[config.mk]
export PLATFORM = sky130hd
export DESIGN_NAME = regfile_write_arbiter
export DESIGN_NICKNAME = d
export VERILOG_FILES = /design/src/rtl/regfile_write_arbiter_pkg.sv /design/src/rtl/regfile_write_arbiter_rr_picker.sv /design/src/rtl/regfile_write_arbiter.sv
export SDC_FILE = /design/constraint.sdc
export NUM_CORES = 1
export LEC_CHECK = 0
export CAP_MARGIN = 20
export CORE_MARGIN = 3
export CORE_UTILIZATION = 38
export DETAILED_ROUTE_END_ITERATION = 7
export PLACE_DENSITY_LB_ADDON = 0.25
export SLEW_MARGIN = 25
export SYNTH_ARGS = -nofsm -noshare
export SYNTH_HDL_FRONTEND = slang
export SYNTH_SLANG_ARGS = --single-unit
[constraint.sdc]
create_clock -name clk -period 3 [get_ports clk]
set_input_delay 0.3 -clock clk [delete_from_list [all_inputs] [get_ports clk]]
set_output_delay 0.3 -clock clk [all_outputs]
set_load 0.03 [all_outputs]
[src/rtl/regfile_write_arbiter_pkg.sv]
// Shared widths, limits and lock-state encodings for the register-file write arbiter.
package regfile_write_arbiter_pkg;

  localparam int ADDR_WIDTH    = 5;
  localparam int DATA_WIDTH    = 16;
  localparam int REG_DEPTH     = 32;
  localparam int ARB_N_REQ_MAX = 4;

  typedef enum logic {
    ARB_OPEN   = 1'b0,
    ARB_LOCKED = 1'b1
  } arb_state_t;

endpackage

[src/rtl/regfile_write_arbiter_rr_picker.sv]
// Combinational rotate-priority encoder: the first valid requester after ptr wins.
module regfile_write_arbiter_rr_picker
  import regfile_write_arbiter_pkg::*;
#(
  parameter int N_REQ = 3
) (
  input  logic [N_REQ-1:0] valid,
  input  logic [1:0]       ptr,
  output logic [N_REQ-1:0] grant,
  output logic [1:0]       idx
);

  logic       found;
  logic [1:0] cand_idx;

  always_comb begin
    grant    = '0;
    idx      = '0;
    found    = 1'b0;
    cand_idx = '0;
    for (int off = 1; off <= N_REQ; off++) begin
      cand_idx = 2'((int'(ptr) + off) % N_REQ);
      if (!found && valid[cand_idx]) begin
        found = 1'b1;
        idx   = cand_idx;
        grant = N_REQ'(1) << cand_idx;
      end
    end
  end

endmodule

[src/rtl/regfile_write_arbiter.sv]
// Round-robin owner of the register-file write port with write protection and a drop counter.
// Define REGFILE_ARB_LOCK_EN to let a requester lock the port for a burst.
module regfile_write_arbiter
  import regfile_write_arbiter_pkg::*;
#(
  parameter int          N_REQ        = 3,
  parameter logic [31:0] PROTECT_MASK = 32'h0000_0001,
  parameter int          CNT_WIDTH    = 8
) (
  input  logic                        clk,
  input  logic                        rst,
  input  logic                        arb_en,
  input  logic [N_REQ-1:0]            req_valid,
  input  logic [N_REQ-1:0]            req_lock,
  input  logic [N_REQ*ADDR_WIDTH-1:0] req_addr,
  input  logic [N_REQ*DATA_WIDTH-1:0] req_data,
  output logic [N_REQ-1:0]            req_ready,
  output logic                        rf_write_en,
  output logic [ADDR_WIDTH-1:0]       rf_write_addr,
  output logic [DATA_WIDTH-1:0]       rf_write_data,
  output logic [1:0]                  last_gnt,
  output logic                        err_pulse,
  output logic [CNT_WIDTH-1:0]        drop_cnt
);

  logic [1:0]            rr_ptr;
  logic [N_REQ-1:0]      eligible;
  logic [N_REQ-1:0]      grant;
  logic [1:0]            gnt_idx;
  logic                  transfer;
  logic                  blocked;
  logic [ADDR_WIDTH-1:0] win_addr;
  logic [DATA_WIDTH-1:0] win_data;

  regfile_write_arbiter_rr_picker #(.N_REQ(N_REQ)) u_picker (
    .valid (eligible),
    .ptr   (rr_ptr),
    .grant (grant),
    .idx   (gnt_idx)
  );

  assign req_ready = arb_en ? grant : '0;
  assign transfer  = |req_ready;
  assign win_addr  = req_addr[int'(gnt_idx)*ADDR_WIDTH +: ADDR_WIDTH];
  assign win_data  = req_data[int'(gnt_idx)*DATA_WIDTH +: DATA_WIDTH];
  assign blocked   = PROTECT_MASK[win_addr];

`ifdef REGFILE_ARB_LOCK_EN
  arb_state_t state, next_state;
  logic [1:0] lock_owner;

  always_ff @(posedge clk or negedge rst) begin
    if (!rst) begin
      state      <= ARB_OPEN;
      lock_owner <= '0;
    end else begin
      state <= next_state;
      if (state == ARB_OPEN && next_state == ARB_LOCKED)
        lock_owner <= gnt_idx;
    end
  end

  always_comb begin
    next_state = state;
    case (state)
      ARB_OPEN:   if (transfer && req_lock[gnt_idx]) next_state = ARB_LOCKED;
      ARB_LOCKED: if (!arb_en || (transfer && !req_lock[gnt_idx])) next_state = ARB_OPEN;
      default:    next_state = ARB_OPEN;
    endcase
  end

  // While locked, the owner is the only candidate even when it is idle.
  always_comb begin
    eligible = req_valid;
    if (state == ARB_LOCKED)
      eligible = req_valid & (N_REQ'(1) << lock_owner);
  end
`else
  logic unused_lock;
  assign unused_lock = ^req_lock;
  assign eligible    = req_valid;
`endif

  // Protected writes are still accepted so the requester moves on; they only bump the counter.
  always_ff @(posedge clk or negedge rst) begin
    if (!rst) begin
      rr_ptr        <= 2'(N_REQ-1);
      last_gnt      <= '0;
      rf_write_en   <= 1'b0;
      rf_write_addr <= '0;
      rf_write_data <= '0;
      err_pulse     <= 1'b0;
      drop_cnt      <= '0;
    end else begin
      rf_write_en <= transfer && !blocked;
      err_pulse   <= transfer && blocked;
      if (transfer) begin
        rr_ptr   <= gnt_idx;
        last_gnt <= gnt_idx;
      end
      if (transfer && !blocked) begin
        rf_write_addr <= win_addr;
        rf_write_data <= win_data;
      end
      if (transfer && blocked && drop_cnt != '1)
        drop_cnt <= drop_cnt + 1'b1;
    end
  end

endmodule
Yosys cells after proc, flatten, opt, wreduce, memory -nomap -nowiden
Memory sizes are Yosys's and may differ from the RTL's. Index checks and enable logic that the tools add are counted.

Register bits: 35. Bits in read-only memories: 32. Input port bits: 72. Output and inout port bits: 36. Word-level logic and storage cells: 51. Memories kept: 1.

Memories: (name not given) (words 32, width 1, read ports 1, clocked after memory_dff 0, write ports 0, RTL line regfile_write_arbiter.sv:46) `assign blocked = PROTECT_MASK[win_addr];`.

Add/subtract/negate cells: 4. Multipliers: 1. Div/mod/pow operators: 3. Order comparisons: 4. Equality and inequality tests: 1. Shift-type cells: 5. Multiplexer cells: 16. Reduce and logical (&&, ||, !) cells: 9.

Operators with widths (count): 32-bit by 3-bit remainder unit with 32-bit output, second input constant (3); 48-bit by 7-bit indexed part select with 16-bit output (1); 15-bit by 6-bit indexed part select with 5-bit output (1); 3-bit 2-to-1 mux (4); 2-bit by 3-bit < comparator with 1-bit output, second input constant (3); 1-bit by 2-bit left shift with 3-bit output, first input constant (3); 8-bit by 1-bit adder with 8-bit output, second input constant (1); 8-bit != test, second input constant (1); 2-bit by 2-bit adder with 3-bit output, second input constant (2); 1-bit binary-select mux with 2-bit select (3); 5-bit by 6-bit < comparator with 1-bit output, second input constant (1); 1-bit 2-to-1 mux (6); 2-bit 2-to-1 mux (3); 1-bit logical AND (5); 2-bit by 3-bit multiplier with 5-bit output, second input constant (1); 2-bit by 1-bit adder with 3-bit output, second input constant (1); 1-bit logical NOT (3); 3-bit OR reduction (1).

Longest topological paths before layout
Word-level depth: 17. Gate-level depth with buffers: 13. Mapped depth without buffers: 10.

Hierarchy
A second synthesis with hierarchy kept.

Cells, all modules: 219. Area, all modules: 2243.4 µm².

By module, submodules not included: regfile_write_arbiter (instances 1, cells each 183, area each 1984.4 µm², sequential area each 852.1 µm²); regfile_write_arbiter_rr_picker (instances 1, cells each 36, area each 259.0 µm², sequential area each 0.0 µm²).

Worst setup path after synthesis
Ideal clock, no wire load.

Kind: flip-flop to flip-flop. From: register rr_ptr[1]. To: register rf_write_data[0]. Setup time: 125 ps. Data arrival time: 2959 ps. Required time: 2875 ps. Slack: -84 ps. Stages on the path, launching flop included: 14. Buffers on the path: 3. Clock period less this slack: 3084 ps. Cell sequence: dfstp_2 > inv_1 > ha_1 > buf_2 > inv_1 > mux2_4 > nor2_4 > or2_1 > buf_4 > o211ai_4 > a221oi_4 > a21oi_2 > buf_6 > mux2_4.

Cells in the longest elaborated chain, start to end: 17. Elaborated cells on any way between the ends: 36. Those cells by class: 3 x add/sub; 1 x mul; 3 x div; 5 x shift; 16 x mux; 7 x reduce/logical; 1 x memory.

RTL lines: from (decl) (RTL line regfile_write_arbiter.sv:26) `logic [1:0] rr_ptr;`; from (signal assigned) (RTL line regfile_write_arbiter.sv:87) `rr_ptr <= 2'(N_REQ-1);`; from (signal assigned) (RTL line regfile_write_arbiter.sv:98) `rr_ptr <= gnt_idx;`; 2-bit by 1-bit adder with 3-bit output (RTL line regfile_write_arbiter_rr_picker.sv:22) `cand_idx = 2'((int'(ptr) + off) % N_REQ);`; 32-bit by 3-bit remainder unit with 32-bit output (RTL line regfile_write_arbiter_rr_picker.sv:22); 1-bit binary-select mux with 2-bit select (RTL line regfile_write_arbiter_rr_picker.sv:23) `if (!found && valid[cand_idx]) begin`; 1-bit 2-to-1 mux (implied by the code) (RTL line regfile_write_arbiter_rr_picker.sv:23); 1-bit 2-to-1 mux (RTL line regfile_write_arbiter_rr_picker.sv:23); 1-bit logical NOT (RTL line regfile_write_arbiter_rr_picker.sv:23); 1-bit logical AND (RTL line regfile_write_arbiter_rr_picker.sv:23); 1-bit 2-to-1 mux (RTL line regfile_write_arbiter_rr_picker.sv:23); 1-bit logical NOT (RTL line regfile_write_arbiter_rr_picker.sv:23); 1-bit logical AND (RTL line regfile_write_arbiter_rr_picker.sv:23); 2-bit 2-to-1 mux (RTL line regfile_write_arbiter_rr_picker.sv:23); 2-bit by 3-bit multiplier with 5-bit output (RTL line regfile_write_arbiter.sv:44) `assign win_addr = req_addr[int'(gnt_idx)*ADDR_WIDTH +: ADDR_WIDTH];`; 15-bit by 6-bit indexed part select with 5-bit output (RTL line regfile_write_arbiter.sv:44); memory 32 x 1 bit; 1-bit 2-to-1 mux (implied by the code) (RTL line regfile_write_arbiter.sv:46); 1-bit logical NOT (RTL line regfile_write_arbiter.sv:101) `if (transfer && !blocked) begin`; 1-bit logical AND (RTL line regfile_write_arbiter.sv:101); to (signal assigned) (RTL line regfile_write_arbiter.sv:103) `rf_write_data <= win_data;`; to (decl) (RTL line regfile_write_arbiter.sv:20) `output logic [DATA_WIDTH-1:0] rf_write_data,`.

Parallel ways exist; a longest one is shown, timed or not. The select of a mux whose other input is x is not followed. A chain may end at the register's enable or synchronous reset.

Final worst setup path
From: register rr_ptr[1]. To: register drop_cnt[1].

Cells in the longest elaborated chain, start to end: 17. Elaborated cells on any way between the ends: 35. Those cells by class: 3 x add/sub; 1 x mul; 3 x div; 4 x shift; 16 x mux; 7 x reduce/logical; 1 x memory.

RTL lines: 2-bit by 1-bit adder with 3-bit output (RTL line regfile_write_arbiter_rr_picker.sv:22); 32-bit by 3-bit remainder unit with 32-bit output (RTL line regfile_write_arbiter_rr_picker.sv:22); 1-bit binary-select mux with 2-bit select (RTL line regfile_write_arbiter_rr_picker.sv:23); 1-bit 2-to-1 mux (implied by the code) (RTL line regfile_write_arbiter_rr_picker.sv:23); 1-bit 2-to-1 mux (RTL line regfile_write_arbiter_rr_picker.sv:23); 1-bit logical NOT (RTL line regfile_write_arbiter_rr_picker.sv:23); 1-bit logical AND (RTL line regfile_write_arbiter_rr_picker.sv:23); 1-bit 2-to-1 mux (RTL line regfile_write_arbiter_rr_picker.sv:23); 1-bit logical NOT (RTL line regfile_write_arbiter_rr_picker.sv:23); 1-bit logical AND (RTL line regfile_write_arbiter_rr_picker.sv:23); 2-bit 2-to-1 mux (RTL line regfile_write_arbiter_rr_picker.sv:23); 2-bit by 3-bit multiplier with 5-bit output (RTL line regfile_write_arbiter.sv:44); 15-bit by 6-bit indexed part select with 5-bit output (RTL line regfile_write_arbiter.sv:44); memory 32 x 1 bit; 1-bit 2-to-1 mux (implied by the code) (RTL line regfile_write_arbiter.sv:46); 1-bit logical AND * (2 in series) (RTL line regfile_write_arbiter.sv:105) `if (transfer && blocked && drop_cnt != '1)`; to (signal assigned) (RTL line regfile_write_arbiter.sv:106) `drop_cnt <= drop_cnt + 1'b1;`; to (decl) (RTL line regfile_write_arbiter.sv:23) `output logic [CNT_WIDTH-1:0] drop_cnt`.

Every way passes the cells marked *; elsewhere a longest branch is shown, timed or not. The select of a mux whose other input is x is not followed.

==> metrics.log <==
INFO  metric postSynth.asyncResetShare = 100%
INFO  metric power_density_over_the_cells = 1410 nW/um^2
INFO  metric average_detailed_routed_wire_length_per_instance = 15.6 um
INFO  metric grt.overflow.total = 0
INFO  metric slew-limit-headroom = between 60 and 70%
INFO  metric critical_path.startpoint = rr_ptr[1]$_DFFE_PN1P_
INFO  metric fin_skew = 4.30 ps
INFO  metric yosysTopAreaCellShare = around a third
INFO  metric max_freq = approximately 340 MHz
INFO  metric yosysUniqueCellTypes = 54
INFO  metric post_synth_net_total = 318
INFO  metric worst_setup_path_start_kind = flop
INFO  metric rr_startpoint = rr_ptr[1]$_DFFE_PN1P_
INFO  metric fin_worst_hold_slack = approximately 410 ps
INFO  metric antenna_cells_inserted = 0
INFO  metric dr_drc_count = 0
INFO  metric die_w = 85.5 um
INFO  metric fin_crit_sh = 97.9%
INFO  metric timing.critical_path.arrival = 3110 ps
INFO  metric fp.dieH = 85.5 um
INFO  metric wire_length_of_the_first_global_routing_pass = between 10000 and 15000 um
INFO  metric post_drt_via_cell_ratio = 5.26
INFO  metric worst_path_required_time = 3170 ps
INFO  metric final_antenna_net_count = 0
INFO  metric main_area_contributors_after_synthesis = sky130_fd_sc_hd__dfrtp_1 (34%), sky130_fd_sc_hd__mux2_4 (10%), sky130_fd_sc_hd__mux2i_1 (8.3%)
INFO  metric worst-r2r-setup-slack = ~63 ps
INFO  metric critical_path.max_fanout = 9
INFO  metric setup_viol = 0
INFO  metric post_synthesis_cells = 241
INFO  metric numCtsBuffers = 5
INFO  metric max-clock-path-buffers = 2
INFO  metric fp.dieArea = 7310 sq um
INFO  metric cts_root_buffer = sky130_fd_sc_hd__clkbuf_8
INFO  metric drt_iter0_drc = 96
INFO  metric min_path_type = in2async
INFO  metric rsz0062_at_grt = true
INFO  metric syn_area = 2400 sq um
INFO  metric totalPowerFinal = 0.00565 W
INFO  metric worstMarginPinSlew = 539 ps
INFO  metric port-buffer-count = roughly 100
INFO  metric yosys_most_used_dff = sky130_fd_sc_hd__dfrtp_1
INFO  metric synthesized_area_divided_by_synthesized_cell_count = 9.96 sq um
INFO  metric synth_commonest_cells = sky130_fd_sc_hd__dfrtp_1 (33), sky130_fd_sc_hd__nand2_1 (22), sky130_fd_sc_hd__o21ai_0 (21)
INFO  metric finish.utilization = 66.7%
INFO  metric power.static_leakage = 1.74 nW
INFO  metric drt_pre_antenna_iters = 4
INFO  metric clkTransAtPathRegs = 70 ps
INFO  metric dp.final_hpwl = 5400 um
INFO  metric setup-tns-final = 0 ps
INFO  metric routed_wirelength = around 7200 um
INFO  metric fraction_of_final_layout_cells_with_drive_strength_greater_than_1 = 25.3%
INFO  metric setup.worst_path.end_class = flop
INFO  metric post_synthesis_sequential_element_count = 34
INFO  metric gp_routability_congestion = 0.845
INFO  metric final-max-slew-violation-count = 0
INFO  metric synth_enable_flop_cells = 0
INFO  metric critical-path-top-delay-family = multiplexers
INFO  metric worst_ir_drop_vdd = 0.877 mV
INFO  metric cts_tree = built
INFO  metric antenna_violations_before_repair = 0
INFO  metric start_util = 39.8%
INFO  metric cts.sink_count = 34
INFO  metric maximum_number_of_pins_on_one_net_before_global_route_repair = 35
INFO  metric ff2ff_path_depth = 11
INFO  metric count_leader_synth = sky130_fd_sc_hd__dfrtp_1
INFO  metric layout.filler_cells = 464
INFO  metric clock_latency_at_the_later_pin_of_the_worst_skew_pair = 290 ps
INFO  metric cp_slowest_cell = sky130_fd_sc_hd__dfstp_2
INFO  metric max_cap_viol_count = 0
INFO  metric via_count_of_the_first_global_routing_pass = 2380
INFO  metric critPathMostFrequentCell = sky130_fd_sc_hd__mux2_4
INFO  metric rows = 28
INFO  metric post-synth-top-area-cell = sky130_fd_sc_hd__dfrtp_1
INFO  metric pin_count = approximately 110
INFO  metric finalNetCount = ~460
INFO  metric worst_r2r_endpoint = drop_cnt[1]$_DFFE_PN0P_
INFO  metric timing_worst_setup_path_type = reg2reg
INFO  metric design_area = 4020 sq um
INFO  metric outcome = finished, final reports clean
INFO  metric synth.yosys.warnings = 0
INFO  metric cts.htree.levels = 2
INFO  metric placedInstanceArea = 3760 sq um
INFO  metric core-area = between 6000 and 7000 sq um
INFO  metric critical_path.endpoint = drop_cnt[1]$_DFFE_PN0P_
INFO  metric post-route-min-period = 2940 ps
INFO  metric global_route.usage.total = 19.0%
INFO  metric critPathMaxStageDelay = around 560 ps
INFO  metric critical_path.cell_chain = ha_4 -> nand2b_4 -> mux2_4 -> mux2_4 -> buf_4 -> a22oi_1 -> a31oi_1 -> nor2_2 -> buf_6 -> nand3_1 -> mux2_1
INFO  metric area_growth_from_synthesis_to_layout = 67.6%
INFO  metric critical_path.n_buffers_inverters = 2
INFO  metric synth-seq-area-share = 35.5%
INFO  metric vias = 2428
INFO  metric hold_violations = 0
INFO  metric cp.depth = 11
INFO  metric holdBufCountCts = 0
-- worst register-to-register path, cell delays in order, from the launching register on --
cell and delay, ps:
sky130_fd_sc_hd__dfstp_2 560, sky130_fd_sc_hd__ha_4 230, sky130_fd_sc_hd__nand2b_4 160, sky130_fd_sc_hd__mux2_4 290, sky130_fd_sc_hd__mux2_4 330, sky130_fd_sc_hd__buf_4 140, sky130_fd_sc_hd__a22oi_1 150, sky130_fd_sc_hd__a31oi_1 140
sky130_fd_sc_hd__nor2_2 220, sky130_fd_sc_hd__buf_6 170, sky130_fd_sc_hd__nand3_1 110, sky130_fd_sc_hd__mux2_1 320
-- repair_timing --
| action | CTS | global route |
|---|---|---|
| setup buffers | 6 | 2 |
| pin swaps | 3 | 4 |
| endpoints found under the setup margin | 21 | 29 |
| resized for setup | 8 | 13 |
-- how the worst min path moves through the flow --
stage | endpoint | slack, ps | cells after the start
CTS | rf_write_data[6]$_DFFE_PN0P_ | 430 | 2
finish | rf_write_data[6]$_DFFE_PN0P_ | 410 | 2
detailed placement | last_gnt[1]$_DFFE_PN0P_ | 460 | 1
floorplan | drop_cnt[0]$_DFFE_PN0P_ | 4 | 0
global placement | last_gnt[1]$_DFFE_PN0P_ | 470 | 1
global route | rf_write_data[6]$_DFFE_PN0P_ | 460 | 2
-- final cells by class --
type                       instances  area (sq um)  area share [%]
clock buffer                       8           110            2.74
inverter                          10          40.0           0.996
multi-input combinational        185          1520            37.7
tap                               75          93.8            2.33
sequential                        34           852            21.2
timing repair buffer             150          1410            35.0
-- through the flow --
step                cells  worst slack [ps]
finish                462              63.4
global placement      446             -22.5
CTS                   460              7.98
detailed placement    446             -62.2
floorplan             241              3.42
global route          462             -45.3
-- metal layers --
metal,global-route usage (%),share of wire (%),vias up
li1,-,-,1181
met1,24.6,43,1164
met2,31.3,50,73
met3,4.47,5.5,10
met4,6.47,1.3,0
met5,0,0,-
-- cells in the final DEF, fill, tap and decap left out, types with 2 or more instances in the layout --
master	instances
sky130_fd_sc_hd__clkdlybuf4s50_1	101
sky130_fd_sc_hd__buf_4	43
sky130_fd_sc_hd__dfrtp_1	33
sky130_fd_sc_hd__nand2_1	22
sky130_fd_sc_hd__o21ai_0	20
sky130_fd_sc_hd__mux2i_1	18
sky130_fd_sc_hd__mux2_4	16
sky130_fd_sc_hd__nand3_1	12
sky130_fd_sc_hd__inv_1	9
sky130_fd_sc_hd__nor2_1	8
sky130_fd_sc_hd__clkbuf_8	8
sky130_fd_sc_hd__nand4_1	7
sky130_fd_sc_hd__xnor2_1	6
sky130_fd_sc_hd__a31oi_1	5
sky130_fd_sc_hd__o21a_1	5
sky130_fd_sc_hd__o21ai_1	4
sky130_fd_sc_hd__nand2b_1	4
sky130_fd_sc_hd__buf_6	4
sky130_fd_sc_hd__o2bb2ai_1	3
sky130_fd_sc_hd__ha_1	3
sky130_fd_sc_hd__o21a_2	2
sky130_fd_sc_hd__nor2b_1	2
sky130_fd_sc_hd__o211ai_1	2
sky130_fd_sc_hd__a22oi_2	2
sky130_fd_sc_hd__a22oi_1	2
sky130_fd_sc_hd__a211oi_1	2
sky130_fd_sc_hd__and3_1	2
sky130_fd_sc_hd__o22ai_1	2
sky130_fd_sc_hd__nor3_1	2
sky130_fd_sc_hd__mux2_2	2
sky130_fd_sc_hd__ha_4	2
-- cells by family (layout without fill, tap and decap cells) --
family / Yosys count / in the layout / share of synthesized area, %
AOI/OAI and AO/OA: 66 / 66 / 20.4
muxes: 39 / 39 / 19.8
and+or+nand+nor: 69 / 69 / 14.8
DFF: 34 / 34 / 35.5
adders and majority gates: 5 / 5 / 2.61
xor gates and xnor gates: 6 / 6 / 2.19
buffers and inverters: 22 / 168 / 4.74
-- sequential cells by signal, summed over array words and instances (netlist names) --
| name | flops |
|---|---|
| rf_write_addr | 5 |
| rf_write_data | 16 |
| rf_write_en | 1 |
| rr_ptr | 1 |
| last_gnt | 2 |
| drop_cnt | 8 |
| err_pulse | 1 |
-- power by group --
group,internal (W),switching [W]
logic,0.00223,0.00224
registers,0.000672,0.000111
clock network,0.000232,0.000166
(Power assumes the default switching activity.)
